===== config.mk =====
export PLATFORM = sky130hd
export DESIGN_NAME = time_sync_stream
export DESIGN_NICKNAME = d
export VERILOG_FILES = /design/src/rtl/time_sync_stream.sv
export SDC_FILE = /design/constraint.sdc
export NUM_CORES = 2
export LEC_CHECK = 0
export CELL_PAD_IN_SITES_DETAIL_PLACEMENT = 0
export CELL_PAD_IN_SITES_GLOBAL_PLACEMENT = 1
export CORE_MARGIN = 2
export CORE_UTILIZATION = 40
export DETAILED_ROUTE_END_ITERATION = 8
export GPL_ROUTABILITY_DRIVEN = 0
export GPL_TIMING_DRIVEN = 1
export HOLD_SLACK_MARGIN = 0.06
export PLACE_DENSITY = 0.63
export RECOVER_POWER = 100
export SYNTH_ARGS = -nofsm -noshare
export SYNTH_HDL_FRONTEND = slang
export SYNTH_SLANG_ARGS = --single-unit

===== constraint.sdc =====
create_clock -name clk -period 36.7 [get_ports clk]
set_input_delay 3.67 -clock clk [delete_from_list [all_inputs] [get_ports clk]]
set_output_delay 3.67 -clock clk [all_outputs]
set_load 0.005 [all_outputs]

===== src/rtl/time_sync_stream.sv =====
// Streaming OFDM timing sync: delay-and-correlate detection, peak search, CP strip.
// Optional metric debug outputs: define TIME_SYNC_METRIC_OUT_EN.
module time_sync_stream #(
  parameter int DATA_W      = 8,
  parameter int FFT_N       = 64,
  parameter int CP_LEN      = 16,
  parameter int N_SYM       = 12,
  parameter int PEAK_WIN    = 16,
  parameter int PAYLOAD_OFS = 112,
  localparam int L          = FFT_N / 2,
  localparam int SUM_W      = 2 * DATA_W + $clog2(L) + 1
) (
  input  logic                     clk,
  input  logic                     rst,
  input  logic                     s_valid,
  input  logic signed [DATA_W-1:0] s_data,
  input  logic [7:0]               thresh,
  output logic                     m_valid,
  output logic signed [DATA_W-1:0] m_data,
  output logic                     m_sym_start,
  output logic                     m_last,
  output logic                     sync_lock
`ifdef TIME_SYNC_METRIC_OUT_EN
  ,
  output logic signed [SUM_W-1:0]  dbg_p,
  output logic signed [SUM_W-1:0]  dbg_r,
  output logic                     dbg_valid
`endif
);

  localparam int DEPTH   = 2 * L;
  localparam int PW      = 2 * DATA_W;
  localparam int QW      = 2 * SUM_W;
  localparam int CNT_MAX = DEPTH + PAYLOAD_OFS + FFT_N + CP_LEN;
  localparam int CNT_W   = $clog2(CNT_MAX + 1);
  localparam int SYM_W   = $clog2(N_SYM + 1);

  localparam logic [CNT_W-1:0] ONE       = CNT_W'(1);
  localparam logic [CNT_W-1:0] FILL_LAST = CNT_W'(DEPTH - 1);
  localparam logic [CNT_W-1:0] WIN_LAST  = CNT_W'(PEAK_WIN - 1);
  localparam logic [CNT_W-1:0] WAIT_M1   = CNT_W'(PAYLOAD_OFS - PEAK_WIN - 1);
  localparam logic [CNT_W-1:0] CP_LAST   = CNT_W'(CP_LEN - 1);
  localparam logic [CNT_W-1:0] BODY_LAST = CNT_W'(FFT_N - 1);
  localparam logic [SYM_W-1:0] SYM_ONE   = SYM_W'(1);
  localparam logic [SYM_W-1:0] SYM_LAST  = SYM_W'(N_SYM - 1);

  typedef enum logic [2:0] {
    FILL,
    SEARCH,
    PEAK,
    WAIT,
    CP,
    PASS
  } state_e;

  logic signed [DATA_W-1:0] dl_q [DEPTH];
  logic signed [SUM_W-1:0]  p_q, p_d;
  logic signed [SUM_W-1:0]  r_q, r_d;

  state_e                   state_q, state_d;
  logic [CNT_W-1:0]         cnt_q, cnt_d;
  logic [CNT_W-1:0]         pos_q, pos_d;
  logic [CNT_W-1:0]         pk_pos;
  logic signed [SUM_W-1:0]  best_q, best_d;
  logic [SYM_W-1:0]         sym_q, sym_d;

  logic                     m_valid_q, m_valid_d;
  logic signed [DATA_W-1:0] m_data_q, m_data_d;
  logic                     m_sos_q, m_sos_d;
  logic                     m_last_q, m_last_d;
  logic                     lock_q, lock_d;

  logic signed [DATA_W-1:0] x_l, x_2l;
  logic signed [PW-1:0]     xn_xl, xl_x2l, xn_sq, xl_sq;
  logic signed [QW-1:0]     p_w, r_w, p_sq, r_sq;
  logic [QW+7:0]            lhs, rhs;
  logic                     detect;

  function automatic logic signed [SUM_W-1:0] ext(
    input logic signed [PW-1:0] v
  );
    return {{(SUM_W - PW){v[PW-1]}}, v};
  endfunction

  assign x_l    = dl_q[L-1];
  assign x_2l   = dl_q[DEPTH-1];
  assign xn_xl  = s_data * x_l;
  assign xl_x2l = x_l * x_2l;
  assign xn_sq  = s_data * s_data;
  assign xl_sq  = x_l * x_l;

  // Running sums: add the newest product, drop the one leaving the window.
  always_comb begin
    p_d = p_q + ext(xn_xl) - ext(xl_x2l);
    r_d = r_q + ext(xn_sq) - ext(xl_sq);
  end

  // Detection compares P^2 and R^2 at full precision, no division.
  always_comb begin
    p_w    = {{SUM_W{p_d[SUM_W-1]}}, p_d};
    r_w    = {{SUM_W{r_d[SUM_W-1]}}, r_d};
    p_sq   = p_w * p_w;
    r_sq   = r_w * r_w;
    lhs    = {p_sq, 8'h00};
    rhs    = {{QW{1'b0}}, thresh} * {8'h00, r_sq};
    detect = !p_d[SUM_W-1] && (p_d != '0) && (r_d != '0) && (lhs >= rhs);
  end

  // Delay line and correlation sums advance on every accepted sample.
  always_ff @(posedge clk) begin
    if (rst) begin
      for (int i = 0; i < DEPTH; i++) dl_q[i] <= '0;
      p_q <= '0;
      r_q <= '0;
    end else if (s_valid) begin
      dl_q[0] <= s_data;
      for (int i = 1; i < DEPTH; i++) dl_q[i] <= dl_q[i-1];
      p_q <= p_d;
      r_q <= r_d;
    end
  end

  // Frame FSM: next state, counters and output beat for the current sample.
  always_comb begin
    state_d   = state_q;
    cnt_d     = cnt_q;
    pos_d     = pos_q;
    best_d    = best_q;
    sym_d     = sym_q;
    lock_d    = lock_q;
    m_valid_d = 1'b0;
    m_data_d  = m_data_q;
    m_sos_d   = 1'b0;
    m_last_d  = 1'b0;
    pk_pos    = (p_d > best_q) ? cnt_q : pos_q;
    if (s_valid) begin
      unique case (state_q)
        FILL: begin
          if (cnt_q == FILL_LAST) begin
            state_d = SEARCH;
            cnt_d   = '0;
          end else begin
            cnt_d = cnt_q + ONE;
          end
        end
        SEARCH: begin
          if (detect) begin
            state_d = PEAK;
            best_d  = p_d;
            pos_d   = '0;
            cnt_d   = ONE;
          end
        end
        PEAK: begin
          pos_d = pk_pos;
          if (p_d > best_q) best_d = p_d;
          if (cnt_q == WIN_LAST) begin
            state_d = WAIT;
            lock_d  = 1'b1;
            cnt_d   = pk_pos + WAIT_M1;
          end else begin
            cnt_d = cnt_q + ONE;
          end
        end
        WAIT: begin
          if (cnt_q == '0) begin
            state_d = CP;
          end else begin
            cnt_d = cnt_q - ONE;
          end
        end
        CP: begin
          if (cnt_q == CP_LAST) begin
            state_d = PASS;
            cnt_d   = '0;
          end else begin
            cnt_d = cnt_q + ONE;
          end
        end
        PASS: begin
          m_valid_d = 1'b1;
          m_data_d  = s_data;
          m_sos_d   = (cnt_q == '0);
          if (cnt_q == BODY_LAST) begin
            cnt_d = '0;
            if (sym_q == SYM_LAST) begin
              m_last_d = 1'b1;
              lock_d   = 1'b0;
              sym_d    = '0;
              state_d  = SEARCH;
            end else begin
              sym_d   = sym_q + SYM_ONE;
              state_d = CP;
            end
          end else begin
            cnt_d = cnt_q + ONE;
          end
        end
        default: begin
          state_d = FILL;
          cnt_d   = '0;
        end
      endcase
    end
  end

  // FSM and output registers.
  always_ff @(posedge clk) begin
    if (rst) begin
      state_q   <= FILL;
      cnt_q     <= '0;
      pos_q     <= '0;
      best_q    <= '0;
      sym_q     <= '0;
      lock_q    <= 1'b0;
      m_valid_q <= 1'b0;
      m_data_q  <= '0;
      m_sos_q   <= 1'b0;
      m_last_q  <= 1'b0;
    end else begin
      state_q   <= state_d;
      cnt_q     <= cnt_d;
      pos_q     <= pos_d;
      best_q    <= best_d;
      sym_q     <= sym_d;
      lock_q    <= lock_d;
      m_valid_q <= m_valid_d;
      m_data_q  <= m_data_d;
      m_sos_q   <= m_sos_d;
      m_last_q  <= m_last_d;
    end
  end

  assign m_valid     = m_valid_q;
  assign m_data      = m_data_q;
  assign m_sym_start = m_sos_q;
  assign m_last      = m_last_q;
  assign sync_lock   = lock_q;

`ifdef TIME_SYNC_METRIC_OUT_EN
  logic signed [SUM_W-1:0] dbg_p_q, dbg_r_q;
  logic                    dbg_v_q;

  // Registered metric taps for every accepted sample past the fill phase.
  always_ff @(posedge clk) begin
    if (rst) begin
      dbg_p_q <= '0;
      dbg_r_q <= '0;
      dbg_v_q <= 1'b0;
    end else begin
      dbg_v_q <= s_valid && (state_q != FILL);
      if (s_valid && (state_q != FILL)) begin
        dbg_p_q <= p_d;
        dbg_r_q <= r_d;
      end
    end
  end

  assign dbg_p     = dbg_p_q;
  assign dbg_r     = dbg_r_q;
  assign dbg_valid = dbg_v_q;
`endif

endmodule


* Word level (Yosys, flattened, before mapping)
Memories as Yosys holds them, arrays and structs flattened. Cells that the tools add are included.
Word-level totals: bits in read-only memories 0, register bits after elaboration 103, logic and storage cells 231, bits in writable memories 512, input port bits 19, memories kept 1, output and inout port bits 12, latch bits 0
Memories:
- dl_q | words 64, bits a word 8, rd ports 64, clocked after memory_dff 0, write ports 64, RTL line 56 | logic signed [DATA_W-1:0] dl_q [DEPTH];
Operators by class: add/subtract/negate cells 8, $lt $le $gt $ge 2, reductions and logical operators 21, mux-type cells 96, multiply operators 7, bitwise logic cells 67, shift operators 0, equal/unequal tests 17, divide/modulo/power cells 0
Operator list (count):
- 8-bit two-way mux | 64
- 22-bit by 22-bit multiplier with 44-bit output | 2
- 8-bit by 8-bit multiplier with 16-bit output | 4
- 1-bit OR | 64
- 9-bit two-way mux | 7
- 52-bit greater-or-equal comparator | 1
- 8-bit by 44-bit multiplier with 52-bit output | 1
- 9-bit one-hot mux with 5 select lines | 1
- 22-bit by 16-bit adder with 22-bit output | 2
- 22-bit two-way mux | 2
- 22-bit one-hot mux with 2 select lines | 1
- 22-bit nonzero test | 2
- 22-bit by 16-bit subtractor with 22-bit output | 2
- 22-bit > comparator | 1
- 3-bit two-way mux | 7
- 2-bit != test (second input constant) | 9
- 3-bit one-hot mux with 6 select lines | 1
- 9-bit one-hot mux with 2 select lines | 1
- 1-bit two-way mux | 10
- 9-bit by 1-bit adder with 9-bit output (second input constant) | 1
- 9-bit by 7-bit adder with 9-bit output (second input constant) | 1
- 9-bit by 4-bit == test with 1-bit output (second input constant) | 1
- 9-bit by 6-bit == test with 1-bit output (second input constant) | 1
- 9-bit logical NOT | 1
- other kinds (21) | 31

* Depth between registers and ports, before layout
An unclocked memory read counts as a cell.
depth after elaboration 10, mapped depth 84, mapped depth without buffers 80

* Worst setup path after synthesis
Ideal clock, no wire load.
path type input-to-reg, start point input s_data[7], end point register cnt_q[3], stages 73, setup slack 14735 ps, buffers on the path 4, data required time 36613 ps, arrival time 21878 ps, library setup time 87 ps, cell sequence clkbuf_1 clkbuf_1 nand2_1 inv_1 fa_1 inv_1 fa_1 fa_1 inv_1 fa_1 fa_1 inv_1 fa_1 inv_1 ha_1 a21o_1 a21o_1 a211o_1 [37 not listed] and3_1 nand4_1 a21oi_1 o41ai_1 o21ai_0 a31oi_1 xor2_1 ha_1 a21o_1 a21o_1 a21oi_1 o21ai_0 a31oi_1 a311o_1 o211a_1 buf_2 or4_1 o31ai_1
On the way: word-level cells in the longest chain between the ends 9, elaborated cells on any way between the ends 23, classes of those cells add/sub: 5; mul: 5; order compare: 2; eq/ne: 1; mux: 3; reduce/logical: 7
RTL lines:
- from (decl) | RTL line 16 | input logic signed [DATA_W-1:0] s_data,
- 8-bit by 8-bit multiplier with 16-bit output (*) | RTL line 89 | assign xn_sq = s_data * s_data;
- 22-bit by 16-bit adder with 22-bit output (*) | RTL line 95 | r_d = r_q + ext(xn_sq) - ext(xl_sq);
- 22-bit by 16-bit subtractor with 22-bit output (*) | RTL line 95
- named net r_d[21] | RTL line 58 | logic signed [SUM_W-1:0] r_q, r_d;
- 22-bit by 22-bit multiplier with 44-bit output | RTL line 103 | r_sq = r_w * r_w;
- 8-bit by 44-bit multiplier with 52-bit output | RTL line 105 | rhs = {{QW{1'b0}}, thresh} * {8'h00, r_sq};
- 52-bit greater-or-equal comparator | RTL line 106 | detect = !p_d[SUM_W-1] && (p_d != '0) && (r_d != '0) && (lhs >= rhs);
- 1-bit logical AND (*) | RTL line 106
- 2-bit != test (no source line) (*)
- 3-bit AND reduction (no source line) (*)
- to (signal assigned) | RTL line 222 | cnt_q <= cnt_d;
- to (decl) | RTL line 61 | logic [CNT_W-1:0] cnt_q, cnt_d;
The timed path passes the listed nets; every way through them passes the cells marked *. A chain may end at the register's enable or synchronous reset.

* Worst setup path in the final report
start point input s_data[6], end point register best_q[17]
On the way: word-level cells in the longest chain between the ends 9, elaborated cells on any way between the ends 23, classes of those cells add/sub: 4; mul: 5; order compare: 2; eq/ne: 2; mux: 3; reduce/logical: 7
RTL lines:
- 8-bit by 8-bit multiplier with 16-bit output (*) | RTL line 89
- 22-bit by 16-bit adder with 22-bit output (*) | RTL line 95
- 22-bit by 16-bit subtractor with 22-bit output (*) | RTL line 95
- named net r_d[20] | RTL line 58
- 22-bit by 22-bit multiplier with 44-bit output | RTL line 103
- 8-bit by 44-bit multiplier with 52-bit output | RTL line 105
- 52-bit greater-or-equal comparator | RTL line 106
- 1-bit logical AND (*) | RTL line 106
- 2-bit != test (no source line) (*)
- 4-bit AND reduction (no source line) (*)
- to (signal assigned) | RTL line 224 | best_q <= best_d;
- to (decl) | RTL line 64 | logic signed [SUM_W-1:0] best_q, best_d;
The timed path passes the listed nets; every way through them passes the cells marked *. The select of a mux whose other input is x is not followed.

==> qor.yml <==
hold_viol_final: 0
drc: 0
failed_checks: "max-capacitance violations, max-slew violations"
nNetsFinal: 9916
hold_buffers: 0
synth_cells: 7860
endpoint_kind: "register"
grt_setup_unrepaired: "false"
crit_end: "best_q[17]"
synth-seq-cells: 615
wl_um: 195000
min_period_ns: 26.63
cts.path.max_buffers: 3
initial_utilization: 0.4023
cts_resized: 0
design.die.area_sq_um: 204400
grt_use_met1: 0.2732
rows: 164
final_area_sq_um: 85980
slowest_delay_ns: 1.22
cts.sinks: 615
yosys_warnings: 0
core_area_sq_um: 199700
drive_gt1_frac: 0.02991
rr_worst_depth: 71
startpoint: "s_data[6]"
wl_per_cell_um: 18.55
cts-root-buf: "clkbuf_16"
postCtsSetupBuffers: 0
antenna_found_initial: 7
setup_viol: 0
r2r_end: "best_q[17]"
tns_ns: 0
clkLatencyLatePin_ns: 0.66
htreeDepth: 3
cp-start-kind: "primary input"
io_buffers: 30
ant_nets: 0
grt_pass1_wl_um: 314200
dpl.hpwl_um: 152300
layout_common_cells: "inv_1 (1,832), fa_1 (1,527), nand2_1 (630)"
cp_max_fo: 34
grt_busiest_layer: "met2"
die_y_um: 452.1
synth_fp_nets: 9974
numCtsBuffers: 68
grt-ovfl-total: 0
io_pins: 31
grt_start_max_net_pins: 140
layout_commonest_cell: "inv_1"
fmax_mhz: 37.55
yosysSeqAreaShare: 0.2171
drt_first_pass_iters: 7
chipWidth_um: 452.1
hp-class: "reg2reg"
crit_path_frequent_cell: "fa_1"
slew_viol_final: 1220
areaGrowthSynthToFinish_pct: 7.034
grt_pass1_vias: 55616
dpl_cell_area_sq_um: 83810
path_clk_slew_ns: 0.06
whs_ns: 0.4570
r2r_setup_slack_ns: 12.62
dr_total_vias: 51455
path_class: "in2reg"
met2_usage: 0.3330
synthFlopType: "edfxtp_1"
cap_violations: 16
tightest_slew_ns: 5.660
dr.first_iter.drc_count: 2769
rr_startpoint: "dl_q[0][251]"
routed_via_density: 4.894
relSlewSlack: -2.794
async_reset_ff_frac: 0
final.period_utilization: 0.7256
finalClockSkew_ns: 0.03991
netlist_area_sq_um: 80330
grt_use_total: 0.1959
status: "finished, violations left"
critical_path_arrival_ns: 27.13
cts_tree: "done"
synth_cell_types: 90
worst_ep_required_time_ns: 37.20
synth_edf_count: 512
crit_path_top_delay_cell: "dlygate4sd3_1"
avgSynthCellArea_sq_um: 10.22
use_met3: 0.02042
==> flip-flops by register name, summed over array words and instances (netlist names) <==
signal	flops
best_q	22
m_sym_start	1
cnt_q	9
r_q	22
sync_lock	1
m_valid	1
p_q	22
sym_q	4
state_q	3
m_last	1
dl_q	512
pos_q	9
m_data	8
==> final cells by class <==
class	instances	area, sq um
Multi-Input combinational cell	5140	55020
Clock inverter	45	548.0
Tap cell	2656	3323
Inverter	1844	6923
Timing Repair Buffer	133	977.2
Antenna cell	2	5.005
Fill cell	19316	113700
Sequential cell	615	17440
Clock buffer	79	1743
==> worst min-delay path by stage <==
stage,from,endpoint,cells past startpoint
6_report,m_data[7],m_data[7],2
2_1_floorplan,pos_q[7],pos_q[7],1
3_3_place_gp,pos_q[7],pos_q[7],1
4_1_cts,best_q[7],best_q[7],2
5_1_grt,pos_q[7],pos_q[7],1
3_5_place_dp,pos_q[7],pos_q[7],1
==> cells by family after synthesis <==
logic type | count (synthesis) | synth area share
compound gates | 672 | 0.05380
buf+inv | 2105 | 0.09874
flops | 615 | 0.2171
mux | 37 | 0.004673
fa+ha+maj | 2096 | 0.4692
simple gates | 2119 | 0.1327
xor+xnor | 215 | 0.02377
other cells | 1 | 0.00004668
==> stage by stage <==
step | utilization | worst slack [ns] | cells
floorplan | - | 14.74 | 7860
global placement | 0.4198 | 11.81 | 10388
detailed placement | 0.4198 | 11.40 | 10388
CTS | 0.4312 | 12.01 | 10512
global route | 0.4306 | 8.577 | 10512
finish | 0.4306 | 10.07 | 10514
==> Yosys cell counts (24+ instances only) <==
| master | n | area [sq um] |
|---|---|---|
| a31oi_1 | 29 | 181.4 |
| nor3_1 | 42 | 210.2 |
| xnor2_1 | 146 | 1279 |
| a211oi_1 | 36 | 270.3 |
| clkbuf_1 | 243 | 912.1 |
| nand2_1 | 630 | 2365 |
| and2_1 | 570 | 3566 |
| edfxtp_1 | 512 | 15370 |
| dfxtp_1 | 103 | 2062 |
| a21o_1 | 73 | 548.0 |
| mux2i_1 | 33 | 330.3 |
| nand3_1 | 50 | 250.2 |
| or3_1 | 24 | 150.1 |
| nand2b_1 | 49 | 306.5 |
| o21a_1 | 35 | 262.8 |
| fa_1 | 1527 | 30570 |
| xor2_1 | 67 | 586.8 |
| nor2_1 | 381 | 1430 |
| ha_1 | 568 | 7107 |
| o21ai_0 | 129 | 645.6 |
| a21oi_1 | 212 | 1061 |
| nor2b_1 | 279 | 1745 |
| and3_1 | 25 | 156.4 |
| inv_1 | 1833 | 6880 |
==> routing by layer <==
layer	vias up	part of all wire
met4	8	0.021
met5	-	0.00027
met3	201	0.033
met1	26656	0.46
li1	23827	-
met2	763	0.49
==> critical path, delay by kind of cell <==
family | cells | cell delay (ns)
simple gates | 13 | 3.37
fa+ha+maj | 21 | 9.03
buf+inv | 12 | 4.29
compound gates | 20 | 5.42
xor+xnor | 4 | 1.29
Power is left out: the tool's default activity adds up to more than one toggle a clock period on the data nets, which glitch-free logic cannot reach.
